[src/rtl/riscv_alu_issue_stage.sv]
// Registered ALU issue stage: MEM/WB operand forwarding, SrcB select, 2-entry skid buffer.
// Optional: define RISCV_ALU_ILLEGAL_OP_EN to drop opcode 3'b011 and raise a sticky IllegalOp.
module riscv_alu_issue_stage #(
  parameter int DATA_W = 32,
  parameter int REG_AW = 5
) (
  input  logic              clk,
  input  logic              reset,
  input  logic              Flush,
  input  logic              InValid,
  output logic              InReady,
  input  logic [DATA_W-1:0] RD1,
  input  logic [DATA_W-1:0] RD2,
  input  logic [DATA_W-1:0] ImmExt,
  input  logic              ALUSrc,
  input  logic [2:0]        ALUControlIn,
  input  logic [REG_AW-1:0] Rs1,
  input  logic [REG_AW-1:0] Rs2,
  input  logic [REG_AW-1:0] RdIn,
  input  logic              RegWriteIn,
  input  logic              FwdMemEn,
  input  logic [REG_AW-1:0] FwdMemRd,
  input  logic [DATA_W-1:0] FwdMemData,
  input  logic              FwdWbEn,
  input  logic [REG_AW-1:0] FwdWbRd,
  input  logic [DATA_W-1:0] FwdWbData,
  output logic              OutValid,
  input  logic              OutReady,
  output logic [DATA_W-1:0] SrcA,
  output logic [DATA_W-1:0] SrcB,
  output logic [2:0]        ALUControl,
  output logic [DATA_W-1:0] WriteData,
  output logic [REG_AW-1:0] RdOut,
  output logic              RegWriteOut,
  output logic              IllegalOp
);

  typedef struct packed {
    logic [DATA_W-1:0] src_a;
    logic [DATA_W-1:0] src_b;
    logic [DATA_W-1:0] wdata;
    logic [2:0]        alu_ctl;
    logic [REG_AW-1:0] rd;
    logic              reg_wr;
  } op_t;

  op_t               main_q, skid_q, new_op;
  logic              main_vld, skid_vld;
  logic              accept, consume, issue, drop;
  logic [DATA_W-1:0] fwd_rs1, fwd_rs2;

  // x0 is hardwired, so it must never pick up a forwarded value
  always_comb begin
    fwd_rs1 = RD1;
    if (FwdMemEn && FwdMemRd == Rs1 && Rs1 != '0)     fwd_rs1 = FwdMemData;
    else if (FwdWbEn && FwdWbRd == Rs1 && Rs1 != '0)  fwd_rs1 = FwdWbData;
    fwd_rs2 = RD2;
    if (FwdMemEn && FwdMemRd == Rs2 && Rs2 != '0)     fwd_rs2 = FwdMemData;
    else if (FwdWbEn && FwdWbRd == Rs2 && Rs2 != '0)  fwd_rs2 = FwdWbData;
  end

  always_comb begin
    new_op         = '0;
    new_op.src_a   = fwd_rs1;
    new_op.src_b   = ALUSrc ? ImmExt : fwd_rs2;
    new_op.wdata   = fwd_rs2;
    new_op.alu_ctl = ALUControlIn;
    new_op.rd      = RdIn;
    new_op.reg_wr  = RegWriteIn;
  end

  // Ready depends only on skid occupancy, so ALU stalls never reach decode combinationally
  assign InReady = !skid_vld;
  assign accept  = InValid && InReady;
  assign consume = main_vld && OutReady;
  assign issue   = accept && !drop;

`ifdef RISCV_ALU_ILLEGAL_OP_EN
  logic illegal_q;
  assign drop      = (ALUControlIn == 3'b011);
  assign IllegalOp = illegal_q;
  always_ff @(posedge clk) begin
    if (reset)                         illegal_q <= 1'b0;
    else if (accept && drop && !Flush) illegal_q <= 1'b1;
  end
`else
  assign drop      = 1'b0;
  assign IllegalOp = 1'b0;
`endif

  always_ff @(posedge clk) begin
    if (reset) begin
      main_vld <= 1'b0;
      skid_vld <= 1'b0;
      main_q   <= '0;
      skid_q   <= '0;
    end else if (Flush) begin
      main_vld <= 1'b0;
      skid_vld <= 1'b0;
    end else if (!main_vld || consume) begin
      // Skid full implies no accept this cycle, so skid drains first to keep FIFO order
      if (skid_vld) begin
        main_q   <= skid_q;
        main_vld <= 1'b1;
        skid_vld <= 1'b0;
      end else if (issue) begin
        main_q   <= new_op;
        main_vld <= 1'b1;
      end else begin
        main_vld <= 1'b0;
      end
    end else if (issue) begin
      skid_q   <= new_op;
      skid_vld <= 1'b1;
    end
  end

  assign OutValid    = main_vld;
  assign SrcA        = main_q.src_a;
  assign SrcB        = main_q.src_b;
  assign ALUControl  = main_q.alu_ctl;
  assign WriteData   = main_q.wdata;
  assign RdOut       = main_q.rd;
  assign RegWriteOut = main_q.reg_wr;

endmodule

[config.mk]
export PLATFORM = sky130hd
export DESIGN_NAME = riscv_alu_issue_stage
export DESIGN_NICKNAME = d
export VERILOG_FILES = /design/src/rtl/riscv_alu_issue_stage.sv
export SDC_FILE = /design/constraint.sdc
export NUM_CORES = 1
export LEC_CHECK = 0
export CAP_MARGIN = 20
export CORE_MARGIN = 2
export CORE_UTILIZATION = 35
export DETAILED_ROUTE_END_ITERATION = 10
export SKIP_LAST_GASP = 1
export SYNTH_ARGS = -nofsm -noshare
export SYNTH_HDL_FRONTEND = slang
export SYNTH_SLANG_ARGS = --single-unit
[constraint.sdc]
create_clock -name clk -period 2.4 [get_ports clk]
set_input_delay 0.36 -clock clk [delete_from_list [all_inputs] [get_ports clk]]
set_output_delay 0.36 -clock clk [all_outputs]
set_load 0.02 [all_outputs]
==> run_results.csv, run 1 <==
group,metric,value,unit
sta,period_minus_slack,2.29,ns
power_and_ir_drop,power_density,631,mW/mm^2
synthesis,ys_seq_area_share,39.6,%
cells_and_area,final_nets,1844,
grt,grt_overflow,0,
placed_design,place_hpwl,29300,um
min_path,min_to,"skid_q[3]",
synthesis,synth_cells,1353,
drt,drt-total-wl,41100,um
die,start_util,35.3,%
grt,track_usage,24.9,%
critical_path,cp_top_family,"compound AO/OA/AOI/OAI gates",
sta,worst_slew_pin_slew,0.584,ns
placed_design,portBuffers,303,
drt,drt_first_pass_iters,5,
critical_path,crit_chain,"clkdlybuf4s50_1, or4_4, o211ai_2, buf_4, nor3_1, a31oi_2, mux2i_1, a211oi_1",
synthesis,syn-cell-area,0.0107,mm^2
drt,drcViolationCount,0,
grt,grt_max_degree,75,
min_path,min_from,"reset",
die,fp.dieW,179,um
power_and_ir_drop,peakVddDrop,0.642,mV
critical_path,crit_buf_inv,2,
synthesis,synth_cell_type_count,48,
clock_network,cts.sinks,212,
drt,ant_nets,0,
clock_network,cts_root_buffer,"clkbuf_16",
clock_network,cts_hold_buf,0,
drt,drt-initial-drc-count,995,
drt,drt-wirelength-per-cell,19.9,um
synthesis,async_flop_share,0,%
grt,grt_pass1_vias,10744,
sta,slew_headroom,61.1,%
sta,slew_violations,0,
outcome,status,"complete, no violations",
critical_path,reg2reg_depth,6,
critical_path,crit_path_max_incr_delay,0.60,ns
cells_and_area,area_growth,46.3,%
critical_path,end_kind,"register",
clock_network,htreeDepth,1,
critical_path,crit_arrival,2.72,ns
critical_path,required,2.83,ns
grt,antenna_found_initial,2,
clock_network,cts_tree,"built",
clock_network,clk_latency,0.53,ns
grt,grt_first_pass_wirelength,62100,um
synthesis,synth-edff-count,0,
synthesis,ys.flop_type,"dfxtp_1",
drt,vias_per_cell,5.48,
cells_and_area,layout-drive-gt1-share,12.2,%
critical_path,r2r_end,"SrcB[28]",
min_path,min_path_cells,2,
clock_network,clk_pin_slew,0.06,ns
clock_network,cts_resized,0,
die,dieHeight,179,um
synthesis,synth_seq_cells,212,
die,io_pins,305,
critical_path,critPathMaxFanout,13,
placed_design,gp_congestion,0.867,
critical_path,worstReg2RegStart,"OutValid",
clock_network,cts_buffers,26,
sta,report.final.hold_viol_count,0,
die,rows,64,
synthesis,synth_fp_nets,1550,
sta,setup_violations,0,
critical_path,slowest_stage,"or4_4",
cells_and_area,layout_commonest_cell,"clkdlybuf4s50_1",
critical_path,cp-start-kind,"input pin",
power_and_ir_drop,finalPower,9.89,mW
die,core_area,0.0303,mm^2
sta,fmaxAchievable,437,MHz
synthesis,synth_area_leaders,"dfxtp_1 (40%), a211oi_1 (6.7%), nor2_1 (6.4%), a21oi_1 (6.2%), nand2_1 (6.1%)",
clock_network,cts_max_path_buffers,3,
synthesis,yosysWarningCount,0,
synthesis,synth_top_area_share,39.6,%
die,dieArea,0.0320,mm^2
synthesis,synth_area_leader_cell,"dfxtp_1",
power_and_ir_drop,leakagePower,5.49,nW
clock_network,post-cts-setup-buffers,0,
drt,via_count,11313,
sta,skew,0.0133,ns
sta,fin_crit_sh,95.3,%
critical_path,r2r_slack,0.65,ns
critical_path,crit_type,"in2reg",
min_path,hold_class,"in2reg",
sta,fin_tns_setup,0,ns
synthesis,syn_area_per_cell,7.92,um^2
sta,rsz0062_at_grt,"no",
job,maxCapViolCount,0,
cells_and_area,mostFrequentLayoutCells,"clkdlybuf4s50_1 (301), dfxtp_1 (211), nor2_1 (180)",
cell type report:
class / instances / area, um^2
repair buffers: 405 / 4110
fillers: 2876 / 14700
clock buffers: 36 / 759
multi-input cells: 1001 / 5880
clock inverters: 12 / 173
well taps: 396 / 495
diodes: 2 / 5.00
inverters: 1 / 3.75
flip-flops and latches: 212 / 4250
sequential cells by signal, indices dropped and copies added (netlist names):
name         cells
OutValid         1
skid_vld         1
SrcA            32
RdOut            5
ALUControl       3
WriteData       32
skid_q         105
RegWriteOut      1
SrcB            32
stage by stage:
step           area (um^2)  cells  hold WS, ns  setup slack [ns]  util [%]
2_1_floorplan        10700   1353        0.432             0.327         -
3_3_place_gp         14700   2015        0.441            -0.364      48.6
3_5_place_dp         14700   2015        0.446            -0.409      48.6
4_1_cts              15700   2063        0.271             0.144      51.6
5_1_grt              15700   2063        0.292           0.00323      51.6
6_report             15700   2065        0.278             0.113      51.7
how the worst max path moves through the flow:
stage / startpoint / end / slack [ns] / cells after the start
6_report: Rs2[2] / SrcB[20] / 0.11 / 8
5_1_grt: FwdWbRd[4] / SrcA[23] / 0.003 / 10
4_1_cts: Rs2[2] / SrcB[20] / 0.14 / 8
3_5_place_dp: Rs2[2] / SrcB[20] / -0.41 / 8
3_3_place_gp: FwdWbRd[4] / SrcA[6] / -0.36 / 10
2_1_floorplan: Rs2[2] / SrcB[22] / 0.33 / 8
metal layers:
metal	track usage [%]	share of wire [%]	routed length, um
met1	34.7	45	18600
met2	39.0	45	18300
met3	5.56	8.3	3430
met4	5.56	1.7	691
met5	0	0.066	27
cells by family (layout without fill, tap and decap cells):
group                  after synthesis  in the layout  share of synthesized area, %
XOR/XNOR                            20             20                          1.63
AO/OA/AOI/OAI                      410            410                          27.1
buffers and inverters              140            454                          6.08
multiplexers                        35             35                          3.27
other                                1              3                        0.0350
AND/OR/NAND/NOR                    535            535                          22.3
flip-flops                         212            212                          39.6
where the power goes:
group          switching, mW  leakage [nW]  internal (mW)
clock network           1.61         0.454           2.64
registers             0.0765          1.73           3.66
logic                  0.976          3.31          0.918
cell usage after synthesis, types with 28 or more instances:
library cell	n
a211oi_1	95
a21oi_1	132
a221oi_1	32
clkbuf_1	100
dfxtp_1	212
mux2i_1	35
nand2_1	174
nand3_1	28
nor2_1	182
nor3_1	62
o21ai_0	39
o31a_1	45
or3_1	67
worst register-to-register path: stages (launching register included):
cell      delay (ns)
dfxtp_1         0.31
nor2b_1         0.15
or3_4           0.42
buf_12          0.20
or3_1           0.35
o21ai_0         0.10
a211oi_1        0.07
No activity file was read; power rests on OpenSTA's default activity.
==> run 2, diff against run 1 <==
CORE_UTILIZATION = 25   (was 35)
SLEW_MARGIN = 20   (was unset)
==> run_results.csv, run 2 (synthesis gave the netlist of run 1 again) <==
group,metric,value,unit
placed_design,dpl_cell_area,0.0149,mm^2
grt,grt_max_degree,101,
placed_design,gp_congestion,0.886,
placed_design,portBuffers,303,
sta,skew,0.0143,ns
drt,drt_first_pass_iters,5,
job,maxCapViolCount,0,
drt,drt-wirelength-per-cell,21.1,um
critical_path,crit_path_max_incr_delay,0.61,ns
clock_network,cts.sinks,212,
power_and_ir_drop,leakagePower,5.46,nW
cells_and_area,largest_register_ffs,105,
grt,track_usage,20.0,%
die,start_util,25.4,%
power_and_ir_drop,finalPower,9.90,mW
sta,fmaxAchievable,424,MHz
clock_network,clk_latency,0.54,ns
sta,slew_violations,0,
critical_path,cp_top_family,"compound AO/OA/AOI/OAI gates",
cells_and_area,final_core_util,37.7,%
cells_and_area,fin_cells,2195,
cells_and_area,final_nets,1834,
critical_path,slowest_stage,"or4_4",
grt,antenna_found_initial,4,
die,dieHeight,211,um
cells_and_area,top_register,"skid_q",
sta,rsz0062_at_grt,"yes",
sta,report.final.hold_viol_count,0,
critical_path,crit_chain,"clkdlybuf4s50_1, or4_4, o211ai_4, buf_4, nor3_1, a31oi_2, mux2i_1, a211oi_1",
die,core_area,0.0421,mm^2
clock_network,cts_tree,"built",
outcome,status,"complete, no violations",
sta,worst_slew_pin_slew,1.03,ns
cells_and_area,mostFrequentLayoutCells,"clkdlybuf4s50_1 (300), dfxtp_1 (211), nor2_1 (180)",
sta,fin_crit_sh,98.2,%
cells_and_area,layout-drive-gt1-share,12.3,%
drt,drcViolationCount,0,
critical_path,required,2.85,ns
sta,period_minus_slack,2.36,ns
power_and_ir_drop,peakVddDrop,0.488,mV
grt,grt_pass1_vias,10836,
placed_design,place_hpwl,33600,um
grt,grt_overflow,0,
die,fp.dieW,211,um
drt,drt-initial-drc-count,932,
min_path,hold_class,"in2reg",
drt,ant_nets,0,
placed_design,preCtsSetupSlack,-0.674,ns
cells_and_area,final_cell_area,0.0159,mm^2
clock_network,clk_pin_slew,0.06,ns
cells_and_area,fillers,4249,
cells_and_area,layout_commonest_cell,"clkdlybuf4s50_1",
critical_path,end_kind,"register",
critical_path,critPathMaxFanout,11,
sta,slew_headroom,31.2,%
clock_network,cts_buffers,26,
drt,drt-total-wl,46300,um
sta,fin_tns_setup,0,ns
critical_path,crit_buf_inv,2,
grt,grt_first_pass_wirelength,68600,um
critical_path,cp-start-kind,"input pin",
clock_network,cts_root_buffer,"clkbuf_16",
sta,setup_violations,0,
critical_path,crit_arrival,2.81,ns
die,rows,75,
power_and_ir_drop,power_density,623,mW/mm^2
clock_network,cts_max_path_buffers,3,
die,dieArea,0.0445,mm^2
placed_design,dp_cells,2145,
sta,fin_ws,0.0420,ns
drt,via_count,11320,
critical_path,crit_type,"in2reg",
clock_network,htreeDepth,1,
clock_network,cts_hold_buf,0,
cells_and_area,area_growth,48.3,%
drt,vias_per_cell,5.16,
sta,whs,0.320,ns
die,io_pins,305,
==> run 2: cell count changes in the layout (fill, tap and decap cells not counted), sizes merged <==
cell           previous run  this run
clkdlybuf4s50           301       300
inv                       1         2
diode                     2         1
buf                     104        93
dlymetal6s2s              0         1
clkinv                    6         4
nor2                    183       184
bufinv                    4         3
==> run 2: cell type report <==
cell class                      count  area (um^2)  area share (%)
Multi-Input combinational cell   1002         5990            37.7
Clock buffer                       36          769            4.84
Tap cell                          539          674            4.24
Clock inverter                     10          141           0.890
Inverter                            1         3.75          0.0236
Antenna cell                        1         2.50          0.0157
Timing Repair Buffer              394         4060            25.5
Sequential cell                   212         4250            26.7
==> run 2: final timing paths <==
path	slack, ns	depth (start not counted)	startpoint	endpoint
hold reg to reg	0.45	2	skid_q[36]	skid_q[36]
setup reg to reg	0.51	7	OutValid	SrcA[3]
setup / recovery	0.04	8	Rs2[2]	SrcB[20]
hold / removal	0.32	2	reset	skid_q[22]
==> run 2: metal layers <==
layer  up-vias  track usage (%)  part of all wire [%]
met1      5343             28.8                    47
met5         -                0                 0.028
met4         2             5.00                   2.2
met3        65             4.07                   7.4
met2       476             30.5                    44
li1       5434                -                     -
==> run 2: where the power goes <==
part / internal, mW / leakage (nW) / switching [mW]
Clock: 2.56 / 0.443 / 1.63
Sequential: 3.66 / 1.73 / 0.0859
Combinational: 0.933 / 3.29 / 1.03
Total: 7.16 / 5.46 / 2.74
==> run 2: timing repair <==
| action | in CTS | in global routing |
|---|---|---|
| endpoints found under the hold margin | 0 | 0 |
| setup buffers | 0 | 2 |
| resized for setup | 4 | 15 |
| pin swaps | 0 | 3 |
| gates cloned | 0 | 1 |
| setup endpoints to repair | 30 | 59 |
==> run 3, diff against run 2 <==
CORE_UTILIZATION = 40   (was 25)
PLACE_DENSITY = 0.69   (was unset)
==> run_results.csv, run 3 (synthesis gave the netlist of run 1 again) <==
group,metric,value,unit
drt,via_count,11703,
grt,grt_overflow,0,
die,dieArea,0.0281,mm^2
critical_path,r2r_slack,0.46,ns
critical_path,end_kind,"register",
power_and_ir_drop,leakagePower,5.44,nW
placed_design,place_hpwl,31400,um
drt,vias_per_cell,5.84,
cells_and_area,multi_input_comb_area,0.00591,mm^2
sta,worst_slew_pin_slew,0.859,ns
grt,antenna_found_initial,6,
grt,track_usage,29.5,%
job,maxCapViolCount,0,
cells_and_area,largest_register_ffs,105,
cells_and_area,seq_area,0.00425,mm^2
drt,drcViolationCount,0,
critical_path,crit_type,"in2reg",
power_and_ir_drop,power_density,604,mW/mm^2
sta,report.final.hold_viol_count,0,
min_path,hold_class,"in2reg",
placed_design,portBuffers,303,
cells_and_area,top_register,"skid_q",
grt,grt_pass1_vias,11115,
clock_network,cts_hold_buf,0,
critical_path,crit_arrival,2.76,ns
outcome,status,"complete, no violations",
sta,skew,0.00812,ns
sta,slew_headroom,42.8,%
cells_and_area,mostFrequentLayoutCells,"clkdlybuf4s50_1 (301), dfxtp_1 (211), nor2_1 (180)",
clock_network,htreeDepth,1,
drt,drt-initial-drc-count,1255,
die,io_pins,305,
critical_path,cp-start-kind,"input pin",
drt,drt_first_pass_iters,6,
die,start_util,40.9,%
grt,grt_first_pass_wirelength,65300,um
placed_design,dpl_cell_area,0.0146,mm^2
die,core_area,0.0262,mm^2
sta,setup_violations,0,
placed_design,gp_congestion,0.935,
cells_and_area,fillers,2341,
min_path,min_path_cells,2,
critical_path,reg2reg_depth,6,
die,rows,59,
cells_and_area,final_cell_area,0.0155,mm^2
drt,ant_nets,0,
power_and_ir_drop,peakVddDrop,0.443,mV
critical_path,critPathMaxFanout,9,
clock_network,cts_max_path_buffers,3,
sta,fin_crit_sh,97.4,%
clock_network,cts.sinks,212,
sta,period_minus_slack,2.34,ns
cells_and_area,area_growth,44.4,%
power_and_ir_drop,finalPower,9.35,mW
cells_and_area,final_nets,1848,
sta,rsz0062_at_grt,"yes",
sta,fmaxAchievable,428,MHz
drt,drt-total-wl,42800,um
clock_network,clk_latency,0.52,ns
sta,slew_violations,0,
critical_path,required,2.82,ns
drt,drt-wirelength-per-cell,21.4,um
die,fp.dieW,168,um
clock_network,cts_buffers,24,
cells_and_area,layout-drive-gt1-share,12.2,%
clock_network,cts_root_buffer,"clkbuf_16",
cells_and_area,layout_commonest_cell,"clkdlybuf4s50_1",
die,dieHeight,168,um
clock_network,cts_tree,"built",
grt,grt_max_degree,112,
clock_network,clk_pin_slew,0.06,ns
==> run 3: worst paths after layout <==
| kind | from | end |
|---|---|---|
| max reg2reg | skid_vld | SrcA[7] |
| min | reset | skid_q[77] |
| min reg2reg | skid_q[33] | skid_q[33] |
| max | Rs2[2] | SrcB[23] |
==> run 3: critical path, cell delays in order <==
cell             delay [ns]
clkdlybuf4s50_1        0.47
or4_4                  0.61
o211ai_4               0.24
buf_6                  0.17
o21ai_1                0.08
a31oi_2                0.30
buf_4                  0.19
mux2i_1                0.08
a211oi_1               0.25
==> run 3: metrics by stage <==
stage / TNS [ns] / hold slack (ns) / setup slack [ns] / util (%) / instances
4_1_cts: 0 / 0.279 / 0.0306 / 58.8 / 2000
5_1_grt: -0.0754 / 0.289 / -0.0342 / 59.0 / 2002
6_report: 0 / 0.273 / 0.0617 / 59.0 / 2005
3_3_place_gp: -55.36 / 0.441 / -0.445 / 55.9 / 1960
2_1_floorplan: 0 / 0.432 / 0.327 / - / 1353
3_5_place_dp: -62.86 / 0.446 / -0.500 / 55.9 / 1960
==> run 3: metal layers <==
| metal | share of wire, % | GRT usage, % | wire [um] | up-vias |
|---|---|---|---|---|
| met3 | 10 | 7.11 | 4440 | 80 |
| met5 | 0.063 | 0 | 27 | - |
| li1 | - | - | - | 5466 |
| met4 | 2.7 | 9.00 | 1160 | 4 |
| met1 | 41 | 38.8 | 17500 | 5523 |
| met2 | 46 | 48.0 | 19700 | 630 |
==> run 3: where the power goes <==
part | internal, mW | leakage, nW | total [mW] | switching, mW
Clock | 2.20 | 0.383 | 3.66 | 1.47
Sequential | 3.66 | 1.73 | 3.75 | 0.0909
Combinational | 0.925 | 3.32 | 1.93 | 1.00
Total | 6.78 | 5.44 | 9.35 | 2.56
==> run 3: what timing repair did <==
action,in CTS,in global routing
buffers inserted,0,0
resized for setup,0,7
setup endpoints to repair,0,21
==> run 3: layout make-up <==
type                       count  area share [%]
antenna                        5          0.0809
multi-input combinational   1001            38.2
inverter                       1          0.0243
timing repair buffer         411            26.5
sequential                   212            27.5
clock buffer                  32            4.41
tap                          335            2.71
clock inverter                 8           0.623
